**config.mk**
```make
export PLATFORM = sky130hd
export DESIGN_NAME = rx_cmd_sequencer
export DESIGN_NICKNAME = d
export VERILOG_FILES = /design/src/rtl/rx_cmd_sequencer_pkg.sv /design/src/rtl/rx_cmd_wait_timer.sv /design/src/rtl/rx_cmd_sequencer.sv
export SDC_FILE = /design/constraint.sdc
export NUM_CORES = 1
export LEC_CHECK = 0
export ABC_CLOCK_PERIOD_IN_PS = 2220
export CAP_MARGIN = 15
export CORE_MARGIN = 5
export CORE_UTILIZATION = 45
export CTS_BUF_LIST = sky130_fd_sc_hd__clkbuf_16
export DETAILED_ROUTE_END_ITERATION = 12
export DONT_BUFFER_PORTS = 1
export HOLD_SLACK_MARGIN = 0.05
export PLACE_DENSITY = 0.6
export RECOVER_POWER = 25
export SETUP_SLACK_MARGIN = 0.05
export SLEW_MARGIN = 20
export SYNTH_ARGS = -nofsm -noshare
export SYNTH_HDL_FRONTEND = slang
export SYNTH_HIERARCHICAL = 1
export SYNTH_SLANG_ARGS = --single-unit
```
**constraint.sdc**
```tcl
create_clock -name CLK -period 2.22 [get_ports CLK]
set_clock_uncertainty 0.05 [all_clocks]
set_input_delay 0.222 -clock CLK [delete_from_list [all_inputs] [get_ports CLK]]
set_output_delay 0.222 -clock CLK [all_outputs]
set_load 0.1 [all_outputs]
```
**src/rtl/rx_cmd_sequencer_pkg.sv**
```systemverilog
// Shared definitions for the UART command sequencer: command codes,
// ALU operand register addresses and the FSM state encoding.
package rx_cmd_sequencer_pkg;

  localparam logic [7:0] CMD_WR      = 8'hAA;
  localparam logic [7:0] CMD_RD      = 8'hBB;
  localparam logic [7:0] CMD_ALU_OP  = 8'hCC;
  localparam logic [7:0] CMD_ALU_NOP = 8'hDD;

  localparam int unsigned OPA_ADDR = 0;
  localparam int unsigned OPB_ADDR = 1;

  typedef enum logic [3:0] {
    ST_IDLE     = 4'd0,
    ST_WR_ADDR  = 4'd1,
    ST_WR_DATA  = 4'd2,
    ST_RD_ADDR  = 4'd3,
    ST_RD_WAIT  = 4'd4,
    ST_ALU_A    = 4'd5,
    ST_ALU_B    = 4'd6,
    ST_ALU_FN   = 4'd7,
    ST_ALU_WAIT = 4'd8,
    ST_TX_LO    = 4'd9,
    ST_TX_HI    = 4'd10
  } state_e;

endpackage

```
**src/rtl/rx_cmd_wait_timer.sv**
```systemverilog
// Loadable down-counter bounding how long the sequencer waits for a
// read-data or ALU-result pulse; expired is high on the last allowed cycle.
module rx_cmd_wait_timer #(
  parameter int TIMEOUT = 31
) (
  input  logic CLK,
  input  logic RST,
  input  logic start_i,
  input  logic clear_i,
  output logic expired_o
);

  localparam int CW = (TIMEOUT < 2) ? 1 : $clog2(TIMEOUT);

  logic [CW-1:0] cnt_q;
  logic          run_q;

  // Loading TIMEOUT-1 gives exactly TIMEOUT waiting cycles before expiry.
  always_ff @(posedge CLK or negedge RST) begin
    if (!RST) begin
      cnt_q <= '0;
      run_q <= 1'b0;
    end else if (start_i) begin
      cnt_q <= CW'(TIMEOUT - 1);
      run_q <= 1'b1;
    end else if (clear_i) begin
      cnt_q <= '0;
      run_q <= 1'b0;
    end else if (run_q && (cnt_q != '0)) begin
      cnt_q <= cnt_q - 1'b1;
    end
  end

  assign expired_o = run_q && (cnt_q == '0);

endmodule

```
**src/rtl/rx_cmd_sequencer.sv**
```systemverilog
// Decodes UART RX bytes into write/read/ALU command frames, drives the
// register file and ALU, and pushes response bytes into the TX FIFO.
module rx_cmd_sequencer
  import rx_cmd_sequencer_pkg::*;
#(
  parameter int DATA_WIDTH = 8,
  parameter int ADDR_WIDTH = 4,
  parameter int FUN_WIDTH  = 4,
  parameter int TIMEOUT    = 31
) (
  input  logic                    CLK,
  input  logic                    RST,
  input  logic [DATA_WIDTH-1:0]   RX_P_DATA,
  input  logic                    RX_D_VLD,
  input  logic [DATA_WIDTH-1:0]   RdData,
  input  logic                    RdData_Valid,
  input  logic [2*DATA_WIDTH-1:0] ALU_OUT,
  input  logic                    OUT_Valid,
  input  logic                    FIFO_FULL,
  output logic [ADDR_WIDTH-1:0]   Address,
  output logic                    WrEn,
  output logic                    RdEn,
  output logic [DATA_WIDTH-1:0]   WrData,
  output logic                    ALU_EN,
  output logic [FUN_WIDTH-1:0]    ALU_FUN,
  output logic                    CLK_EN,
  output logic [DATA_WIDTH-1:0]   TX_P_DATA,
  output logic                    TX_D_VLD,
  output logic                    cmd_err
);

  localparam logic [DATA_WIDTH-1:0] C_WR      = DATA_WIDTH'(CMD_WR);
  localparam logic [DATA_WIDTH-1:0] C_RD      = DATA_WIDTH'(CMD_RD);
  localparam logic [DATA_WIDTH-1:0] C_ALU_OP  = DATA_WIDTH'(CMD_ALU_OP);
  localparam logic [DATA_WIDTH-1:0] C_ALU_NOP = DATA_WIDTH'(CMD_ALU_NOP);

  state_e                  state_q;
  logic [ADDR_WIDTH-1:0]   addr_buf_q;
  logic [2*DATA_WIDTH-1:0] result_q;
  logic                    two_byte_q;

  logic [ADDR_WIDTH-1:0]   address_q;
  logic                    wr_en_q;
  logic                    rd_en_q;
  logic [DATA_WIDTH-1:0]   wr_data_q;
  logic                    alu_en_q;
  logic [FUN_WIDTH-1:0]    alu_fun_q;
  logic                    clk_en_q;
  logic [DATA_WIDTH-1:0]   tx_data_q;
  logic                    tx_vld_q;
  logic                    cmd_err_q;

  logic timer_start;
  logic timer_clear;
  logic timer_expired;

  assign timer_start = RX_D_VLD && ((state_q == ST_RD_ADDR) || (state_q == ST_ALU_FN));
  assign timer_clear = (state_q != ST_RD_WAIT) && (state_q != ST_ALU_WAIT);

  rx_cmd_wait_timer #(
    .TIMEOUT (TIMEOUT)
  ) u_wait_timer (
    .CLK       (CLK),
    .RST       (RST),
    .start_i   (timer_start),
    .clear_i   (timer_clear),
    .expired_o (timer_expired)
  );

  always_ff @(posedge CLK or negedge RST) begin
    if (!RST) begin
      state_q    <= ST_IDLE;
      addr_buf_q <= '0;
      result_q   <= '0;
      two_byte_q <= 1'b0;
      address_q  <= '0;
      wr_en_q    <= 1'b0;
      rd_en_q    <= 1'b0;
      wr_data_q  <= '0;
      alu_en_q   <= 1'b0;
      alu_fun_q  <= '0;
      clk_en_q   <= 1'b0;
      tx_data_q  <= '0;
      tx_vld_q   <= 1'b0;
      cmd_err_q  <= 1'b0;
    end else begin
      wr_en_q   <= 1'b0;
      rd_en_q   <= 1'b0;
      alu_en_q  <= 1'b0;
      tx_vld_q  <= 1'b0;
      cmd_err_q <= 1'b0;
      case (state_q)
        ST_IDLE: begin
          if (RX_D_VLD) begin
            case (RX_P_DATA)
              C_WR:      state_q <= ST_WR_ADDR;
              C_RD:      state_q <= ST_RD_ADDR;
              C_ALU_OP: begin
                state_q  <= ST_ALU_A;
                clk_en_q <= 1'b1;
              end
              C_ALU_NOP: begin
                state_q  <= ST_ALU_FN;
                clk_en_q <= 1'b1;
              end
              default:   cmd_err_q <= 1'b1;
            endcase
          end
        end
        ST_WR_ADDR: begin
          if (RX_D_VLD) begin
            addr_buf_q <= RX_P_DATA[ADDR_WIDTH-1:0];
            state_q    <= ST_WR_DATA;
          end
        end
        ST_WR_DATA: begin
          if (RX_D_VLD) begin
            address_q <= addr_buf_q;
            wr_data_q <= RX_P_DATA;
            wr_en_q   <= 1'b1;
            state_q   <= ST_IDLE;
          end
        end
        ST_RD_ADDR: begin
          if (RX_D_VLD) begin
            address_q <= RX_P_DATA[ADDR_WIDTH-1:0];
            rd_en_q   <= 1'b1;
            state_q   <= ST_RD_WAIT;
          end
        end
        ST_RD_WAIT: begin
          if (RdData_Valid) begin
            result_q   <= {{DATA_WIDTH{1'b0}}, RdData};
            two_byte_q <= 1'b0;
            state_q    <= ST_TX_LO;
          end else if (timer_expired) begin
            cmd_err_q <= 1'b1;
            state_q   <= ST_IDLE;
          end
        end
        ST_ALU_A: begin
          if (RX_D_VLD) begin
            address_q <= ADDR_WIDTH'(OPA_ADDR);
            wr_data_q <= RX_P_DATA;
            wr_en_q   <= 1'b1;
            state_q   <= ST_ALU_B;
          end
        end
        ST_ALU_B: begin
          if (RX_D_VLD) begin
            address_q <= ADDR_WIDTH'(OPB_ADDR);
            wr_data_q <= RX_P_DATA;
            wr_en_q   <= 1'b1;
            state_q   <= ST_ALU_FN;
          end
        end
        ST_ALU_FN: begin
          if (RX_D_VLD) begin
            alu_fun_q <= RX_P_DATA[FUN_WIDTH-1:0];
            alu_en_q  <= 1'b1;
            state_q   <= ST_ALU_WAIT;
          end
        end
        ST_ALU_WAIT: begin
          if (OUT_Valid) begin
            result_q   <= ALU_OUT;
            two_byte_q <= 1'b1;
            clk_en_q   <= 1'b0;
            state_q    <= ST_TX_LO;
          end else if (timer_expired) begin
            cmd_err_q <= 1'b1;
            clk_en_q  <= 1'b0;
            state_q   <= ST_IDLE;
          end
        end
        // A push only happens when the FIFO had room; otherwise the byte waits here.
        ST_TX_LO: begin
          if (!FIFO_FULL) begin
            tx_data_q <= result_q[DATA_WIDTH-1:0];
            tx_vld_q  <= 1'b1;
            state_q   <= two_byte_q ? ST_TX_HI : ST_IDLE;
          end
        end
        ST_TX_HI: begin
          if (!FIFO_FULL) begin
            tx_data_q <= result_q[2*DATA_WIDTH-1:DATA_WIDTH];
            tx_vld_q  <= 1'b1;
            state_q   <= ST_IDLE;
          end
        end
        default: state_q <= ST_IDLE;
      endcase
    end
  end

  assign Address   = address_q;
  assign WrEn      = wr_en_q;
  assign RdEn      = rd_en_q;
  assign WrData    = wr_data_q;
  assign ALU_EN    = alu_en_q;
  assign ALU_FUN   = alu_fun_q;
  assign CLK_EN    = clk_en_q;
  assign TX_P_DATA = tx_data_q;
  assign TX_D_VLD  = tx_vld_q;
  assign cmd_err   = cmd_err_q;

endmodule

```
Yosys cells after proc, flatten, opt, wreduce, memory -nomap -nowiden
Index checks and enable logic that the tools add are counted.
W data, S select, Z words.
{"block": "word_totals", "romBits": 0, "ram_bits": 0, "regBits": 61, "n_memories": 0, "latchBits": 0, "inputBits": 38, "output_inout_bits": 30}
{"block": "classes", "addsub": 1, "n_bitwise": 0, "muxes": 50, "mul": 0, "n_lt_le_gt_ge": 0, "reduce_logical": 26, "div_mod_pow": 0, "eq_ne": 30, "shifts": 0}
{"cell": "$mux W4", "count": 16}
{"cell": "$pmux W4 S11", "count": 1}
{"cell": "$eq A8 B8 Y1 const B", "count": 4}
{"cell": "$mux W16", "count": 2}
{"cell": "$pmux W16 S2", "count": 1}
{"cell": "$pmux W4 S4", "count": 2}
{"cell": "$ne A2 B2 Y1 const B", "count": 12}
{"cell": "$mux W1", "count": 19}
{"cell": "$eq A4 B3 Y1 const B", "count": 4}
{"cell": "$mux W8", "count": 2}
{"cell": "$pmux W8 S2", "count": 1}
{"cell": "$mux W5", "count": 3}
{"cell": "$eq A4 B4 Y1 const B", "count": 3}
{"cell": "$reduce_and A10 Y1", "count": 1}
{"cell": "$eq A4 B2 Y1 const B", "count": 2}
{"cell": "$reduce_bool A2 Y1", "count": 4}
{"cell": "$reduce_and A2 Y1", "count": 3}
{"cell": "$reduce_and A3 Y1", "count": 2}
{"cell": "$logic_not A5 Y1", "count": 1}
{"cell": "$ne A5 B1 Y1 const B", "count": 1}
{"cell": "$reduce_and A5 Y1", "count": 1}
{"cell": "$reduce_bool A5 Y1", "count": 1}
{"cell": "$sub A5 B1 Y5 const B", "count": 1}
{"cell": "$eq A4 B1 Y1 const B", "count": 1}
{"cell": "14 further kinds", "count": 19}

Longest topological paths before layout
Gate-level depths: netlist of the first run.
{"block": "depth", "word_depth": 5, "mapped_depth": 8, "mapped_depth_nobuf": 8}

By module
The synthesis of the first run kept the hierarchy.
{"module": "rx_cmd_sequencer", "area_each_um2": 2630.0, "instances": 1, "cells_per_inst": 235}
{"module": "rx_cmd_wait_timer", "area_each_um2": 322.8, "instances": 1, "cells_per_inst": 30}

Worst setup path before layout of the first run
Ideal clock, no wire load.
{"block": "synth_path", "path_type": "register -> register", "startpoint": "register u_wait_timer.cnt_q[0]", "endpoint": "register state_q[3]", "arrival_ns": 1.742, "setup_slack_ns": 0.299, "stages_incl_launch_ff": 9, "setup_ns": 0.129, "period_less_slack_ns": 1.921, "path_cell_list": "dfrtp_1 > inv_1 > ha_1 > or4b_4 > nor2_1 > nor2b_1 > o21ai_0 > a211oi_1 > o2bb2ai_1"}
{"block": "synth_between", "elab_chain_len": 5, "elab_cells_between_ends": 6}
{"item": "start: declaration", "line_no": "rx_cmd_wait_timer.sv:15", "rtl": "logic [CW-1:0] cnt_q;"}
{"item": "start signal: assignment", "line_no": "rx_cmd_wait_timer.sv:24", "rtl": "cnt_q <= CW'(TIMEOUT - 1);"}
{"item": "start signal: assignment", "line_no": "rx_cmd_wait_timer.sv:30", "rtl": "cnt_q <= cnt_q - 1'b1;"}
{"item": "$logic_not A5 Y1 (*)", "line_no": "rx_cmd_wait_timer.sv:34", "rtl": "assign expired_o = run_q && (cnt_q == '0);"}
{"item": "$logic_and A1 B1 Y1 (*)", "line_no": "rx_cmd_wait_timer.sv:34"}
{"item": "named net timer_expired", "line_no": "rx_cmd_sequencer.sv:55", "rtl": "logic timer_expired;"}
{"item": "$mux W4 (*)"}
{"item": "$mux W4 (on tied branches)"}
{"item": "$pmux W4 S11 (*)"}
{"item": "end signal: assignment", "line_no": "rx_cmd_sequencer.sv:181", "rtl": "state_q <= two_byte_q ? ST_TX_HI : ST_IDLE;"}
{"item": "end: declaration", "line_no": "rx_cmd_sequencer.sv:37", "rtl": "state_e state_q;"}
Mark *: on every way through the listed nets, which the timed path passes. The rest lies on a longest branch.
A chain may end at the register's enable or synchronous reset.

Worst setup path in the final report of the first run
Ends and elaborated chain as after synthesis.

==> results of run 1 <==
## flip-flops by register name, summed over array words and instances, names as in the netlist, 4 cells and up
name / flops
ALU_FUN: 4
u_wait_timer/cnt_q: 5
Address: 4
addr_buf_q: 4
state_q: 4
WrData: 8
TX_P_DATA: 8
result_q: 16
## path summary, 6_finish.rpt
kind / from / end / slack, ns / depth (start not counted)
max in group asynchronous: RST / Address[0] / 0.46 / 2
min: RX_D_VLD / CLK_EN / 0.06 / 2
min reg2reg: result_q[0] / result_q[0] / 0.43 / 2
max: u_wait_timer/cnt_q[0] / state_q[3] / 0.20 / 8
max reg2reg: u_wait_timer/cnt_q[0] / state_q[3] / 0.20 / 8
min in group asynchronous: RST / state_q[1] / 0.76 / 2
## metrics by stage
step | cell area [µm²] | utilization
after CTS | 3830 | 0.603
after detailed placement | 3190 | 0.503
after global routing | 3810 | 0.600
final | 3810 | 0.600
after global placement | 3190 | 0.503
after floorplan | 2950 | -
## critical path, stage by stage (launching register included)
cell	delay, ns
dfrtp_1	0.39
inv_1	0.08
ha_1	0.18
or4b_4	0.48
nor2_2	0.15
nor2b_1	0.14
o21ai_0	0.07
a211oi_1	0.24
o2bb2ai_1	0.10
## layer usage
layer | wire length (µm) | vias to the layer above
met5 | 0 | -
met4 | 95 | 0
met3 | 523 | 11
met2 | 3300 | 66
met1 | 3190 | 1114
li1 | - | 1080
## report_power, final
part           switching (µW)  internal [µW]  total, µW
clock network             465            965       1430
logic                     560            376        936
registers                 701           1300       2000
total                    1730           2640       4370
## logic make-up after synthesis
group,after synthesis,synth area share
AO/OA/AOI/OAI,68,0.161
XOR/XNOR,2,0.00593
adder cells (fa/ha/maj),1,0.00424
buffers and inverters,25,0.0369
flip-flops,61,0.517
multiplexers,38,0.138
AND/OR/NAND/NOR,70,0.138
## cell usage after synthesis (all sizes together), types with 2 or more instances
library cell	n
o41ai	3
nand3	4
o211ai	2
buf	7
dfrtp	61
or4	2
a211o	3
o21ai	18
mux2i	17
a21oi	15
clkbuf	8
nand2b	7
nand4bb	2
a31oi	2
or4b	2
nor2	17
and3	3
a211oi	4
xor2	2
nor4bb	2
nand2	15
a22o	11
nor2b	5
mux2	21
nand3b	4
inv	10
## final cells by class
type | instances | area (µm²)
Fill cell | 515 | 2540
Inverter | 10 | 37.5
Clock inverter | 7 | 81.3
Clock buffer | 9 | 225
Tap cell | 77 | 96.3
Sequential cell | 61 | 1530
Timing Repair Buffer | 59 | 515
Multi-Input combinational cell | 179 | 1330
## timing repair
| item | CTS | global route |
|---|---|---|
| hold buffers | 31 | 0 |
| hold endpoints to repair | 94 | 0 |
| setup buffers | 0 | 0 |
| resized for setup | 0 | 2 |
| endpoints found under the setup margin | 0 | 3 |
==> qor.csv, run 1 <==
metric;value;unit
Required @ worst endpoint;2.37;ns
Initial Util;0.465;
Rows;29;
commonest non-fill, non-tap cell in the layout;dfrtp_1;
Main synth FF type;dfrtp_1;
Synth Cell Area;2950;µm²
final setup vio count;0;
Placed Cells;355;
routed wire length;7110;µm
yosys warns;6;
Gate Count Post-Synth;265;
Hold Slack;0.0563;ns
DRT Pass-1 Iters;4;
setup TNS;0;ns
clock buffer count from CTS;9;
Finished Layout Cells;402;
core footprint;6350;µm²
Vias/cell;5.65;
worst-skew pair later-pin latency;0.32;ns
total track usage;0.185;
final max-slew violation count;0;
post-synth top area share;0.517;
VDD IR max;0.904;mV
Worst-path clk slew;0.05;ns
Least-Margin Pin Slew;1.48;ns
Yosys cell types;52;
share of cells above drive strength 1;0.218;
Die X;91.0;µm
met3 Usage GRT;0.0545;
final worst slack;0.203;ns
vias in the first global route;2403;
Final period util;0.909;
Yosys reg bits;61;
final hold vios;0;
most frequent cells in the layout;dfrtp_1, dlygate4sd3_1, buf_4;
Max-slew headroom;0.0120;
Die Y;91.0;µm
CTS tree;done;
Syn Area/Cell;11.1;µm²
Arr. time, crit path;2.17;ns
M1 GR Usage;0.263;
initial antenna violation count;0;
Setup CP Type;reg -> reg;
EDFF count, synth;0;
GRT met2 Usage;0.273;
area growth from synthesis to layout;29.0;%
Setup WS pre-CTS;0.185;ns
DR iter-0 viols;159;
htree depth;3;
largest net degree at the start of global routing;62;
unrepaired setup endpoints after global routing;true;
top cell type by total area after synthesis;dfrtp_1;
gr ovfl total;0;
synth top area cells;dfrtp_1, mux2_2, mux2i_1, a22o_1, a21oi_1;
CP Capture Type;register;
I/O pins;68;
fin nets;359;
WL per Instance;17.7;µm
n_diodes;0;
status;finished, final reports clean;
Net Count, Synth;304;
Post-synth ARST share;1.00;
first-pass GRT wire length;12400;µm
Max Freq;496;MHz
Hold Path Class;in -> reg;
Total Power;4370;µW
vias;2271;
sequential share of the synthesized area;0.517;
port buffer count;0;
DP Wirelength;4690;µm
startpoint class of the critical path;register;
Die ar.;8280;µm²
Final Critical Period;2.02;ns
Root Buffer;clkbuf_16;
Top Usage Layer GRT;met2;
crit path max fanout;4;
DRC viols;0;
CTS max path bufs;2;
Final GP Congestion;0.906;
clk sink count;61;
DRT antenna net count;0;
leakage power;0.00174;µW
PwrDens;1150;nW/µm²
max-cap check violation count;0;
Note: power is estimated with default switching activity, not from simulation.
==> run 2: changes to the inputs <==
CORE_ASPECT_RATIO = 1.1   (was default)
==> run 2 against run 1 <==
The run now ends with capacitance limit, slew limit left. Cell count rose by 1.7%. First-iteration DRC count fell by 9.4%. Non-clock buffer count up 2. Global-route usage increased by 0.26 points. Total power up 2.9%. Core utilization down 0.52 points. Routed wire length rose by 1.7%. Sequential power about the same. Combinational power up 3.3%. Clock-buffer cell count unchanged. Critical path depth unchanged. Via count decreased by 1.0%.
==> qor.csv, run 2 (same netlist as run 1, synthesis figures left out) <==
metric;value;unit;change
status;finished with violations;;
violated checks;capacitance limit, slew limit;;
reg-to-reg setup timing slack;0.20;ns;about the same
Most flops, register;result_q;;
Root Buffer;clkbuf_16;;
Least-Margin Pin Slew;1.52;ns;+0.0366 ns
Worst Hold Depth;2;;unchanged
clock buffer count from CTS;9;;unchanged
FF-to-FF path depth;8;;unchanged
max FFs per register;16;;unchanged
n_diodes;0;;unchanged
Final Critical Period;2.02;ns;-0.000121 ns
area growth from synthesis to layout;30.4;%;
combinational power share;0.215;;about the same
port buffer count;0;;unchanged
clk sink count;61;;unchanged
Rows;31;;+6.9%
Final GP Congestion;0.894;;-1.4%
core footprint;6480;µm²;+2.0%
RR Endpoint;state_q[3];;
Arr. time, crit path;2.17;ns;about the same
share of cells above drive strength 1;0.223;;+0.00478
crit path max fanout;4;;unchanged
CTS max path bufs;2;;unchanged
Int Power;2770;µW;+4.8%
startpoint class of the critical path;register;;
final hold vios;0;;unchanged
Vias/cell;5.50;;-2.7%
Die X;87.2;µm;-4.1%
CTS tree;done;;
total track usage;0.188;;+0.00256
Worst-path clk slew;0.05;ns;about the same
htree depth;3;;unchanged
post-CTS setup buffers;0;;unchanged
Worst Hold End;result_q[1];;
leakage power;0.00176;µW;+1.1%
part of the power in registers;0.443;;-0.015
fin nets;361;;+0.56%
DR iter-0 viols;144;;-9.4%
final setup vio count;0;;unchanged
first-pass GRT wire length;11800;µm;-4.3%
worst r2r src;u_wait_timer/cnt_q[0];;
DRT antenna net count;0;;unchanged
final max-slew violation count;62;;+62
Initial Util;0.456;;-0.00916
storage element area;1530;µm²;unchanged
Final period util;0.909;;about the same
final core occ;0.595;;-0.00525
CP Capture Type;register;;
vias in the first global route;2390;;-0.54%
Die Y;95.0;µm;+4.3%
unrepaired setup endpoints after global routing;false;;
Max Freq;496;MHz;about the same
P_sw;1720;µW;-0.13%
largest net degree at the start of global routing;62;;unchanged
fillers;531;;+3.1%
commonest non-fill, non-tap cell in the layout;dfrtp_1;;
most frequent cells in the layout;dfrtp_1, buf_4, dlygate4sd3_1;;
Sw Ratio;0.384;;-0.0115
Die ar.;8280;µm²;about the same
I/O pins;68;;unchanged
Setup CP Type;reg -> reg;;
initial antenna violation count;0;;unchanged
Hold Path Class;in -> reg;;
setup TNS;0;ns;unchanged
Required @ worst endpoint;2.37;ns;about the same
gr ovfl total;0;;unchanged
WL per Instance;17.7;µm;about the same
VDD IR max;0.846;mV;-6.4%
max-cap check violation count;1;;+1
DRC viols;0;;unchanged
hold path start;RdData[1];;
DP Wirelength;4760;µm;+1.7%
routed wire length;7230;µm;+1.7%
footprint of the multi-input gates;1330;µm²;unchanged
DRT Pass-1 Iters;4;;unchanged
worst-skew pair later-pin latency;0.32;ns;about the same
vias;2248;;-1.0%
clock network power share;0.342;;+0.015
Max-slew headroom;-0.0123;;-0.0244
PwrDens;1170;nW/µm²;+1.7%
-- run 2: stage by stage --
step / total power (µW) / hold slack [ns] / std cells / worst slack, ns / instance area, µm²
CTS: 4530 / 0.0574 / 409 / 0.146 / 3870
detailed placement: 2910 / -0.120 / 363 / 0.173 / 3220
floorplan: 2690 / -0.124 / 265 / 0.299 / 2950
global placement: 2890 / -0.121 / 363 / 0.212 / 3220
global route: 4680 / 0.0744 / 409 / 0.0565 / 3850
finish: 4490 / 0.0584 / 409 / 0.203 / 3850
-- run 2: layout make-up --
cell class / count / area share
multi-input combinational: 179 / 0.344
inverter: 10 / 0.00975
tap: 82 / 0.0266
timing repair buffer: 61 / 0.137
clock inverter: 7 / 0.0273
sequential: 61 / 0.396
clock buffer: 9 / 0.0585
-- run 2: power by group through the flow --
stage | Clock, µW | Combinational, µW | Sequential, µW
floorplan | 0 | 471 | 2220
global placement | 0 | 885 | 2000
detailed placement | 0 | 895 | 2010
CTS | 1570 | 975 | 1990
global route | 1610 | 1050 | 2020
finish | 1540 | 967 | 1990
-- run 2: worst max-delay path, cell delays in order (launching register included) --
cell       delay, ns
dfrtp_1         0.39
inv_1           0.08
ha_1            0.18
or4b_4          0.49
nor2_2          0.15
nor2b_1         0.14
o21ai_0         0.07
a211oi_1        0.24
o2bb2ai_1       0.10
-- run 2: worst max-delay path by stage --
stage | slack [ns] | start | endpoint | cells after the start
6_report | 0.20 | u_wait_timer/cnt_q[0] | state_q[3] | 8
4_1_cts | 0.15 | u_wait_timer/cnt_q[0] | state_q[3] | 8
5_1_grt | 0.06 | u_wait_timer/cnt_q[0] | state_q[3] | 8
2_1_floorplan | 0.30 | u_wait_timer/cnt_q[0] | state_q[3] | 8
3_3_place_gp | 0.21 | u_wait_timer/cnt_q[0] | state_q[3] | 8
3_5_place_dp | 0.17 | u_wait_timer/cnt_q[0] | state_q[3] | 8
-- run 2: timing repair --
action	CTS	global route
gates resized for setup	0	2
hold buffers	30	0
endpoints found under the setup margin	0	3
endpoints found under the hold margin	93	0
-- run 2: per-layer routing --
layer  vias up  global-route usage  wire (µm)
li1       1085                   -          -
met1      1096               0.249       3150
met2        59               0.297       3500
met3         8              0.0480        468
met4         0              0.0691        110
met5         -                   0          0
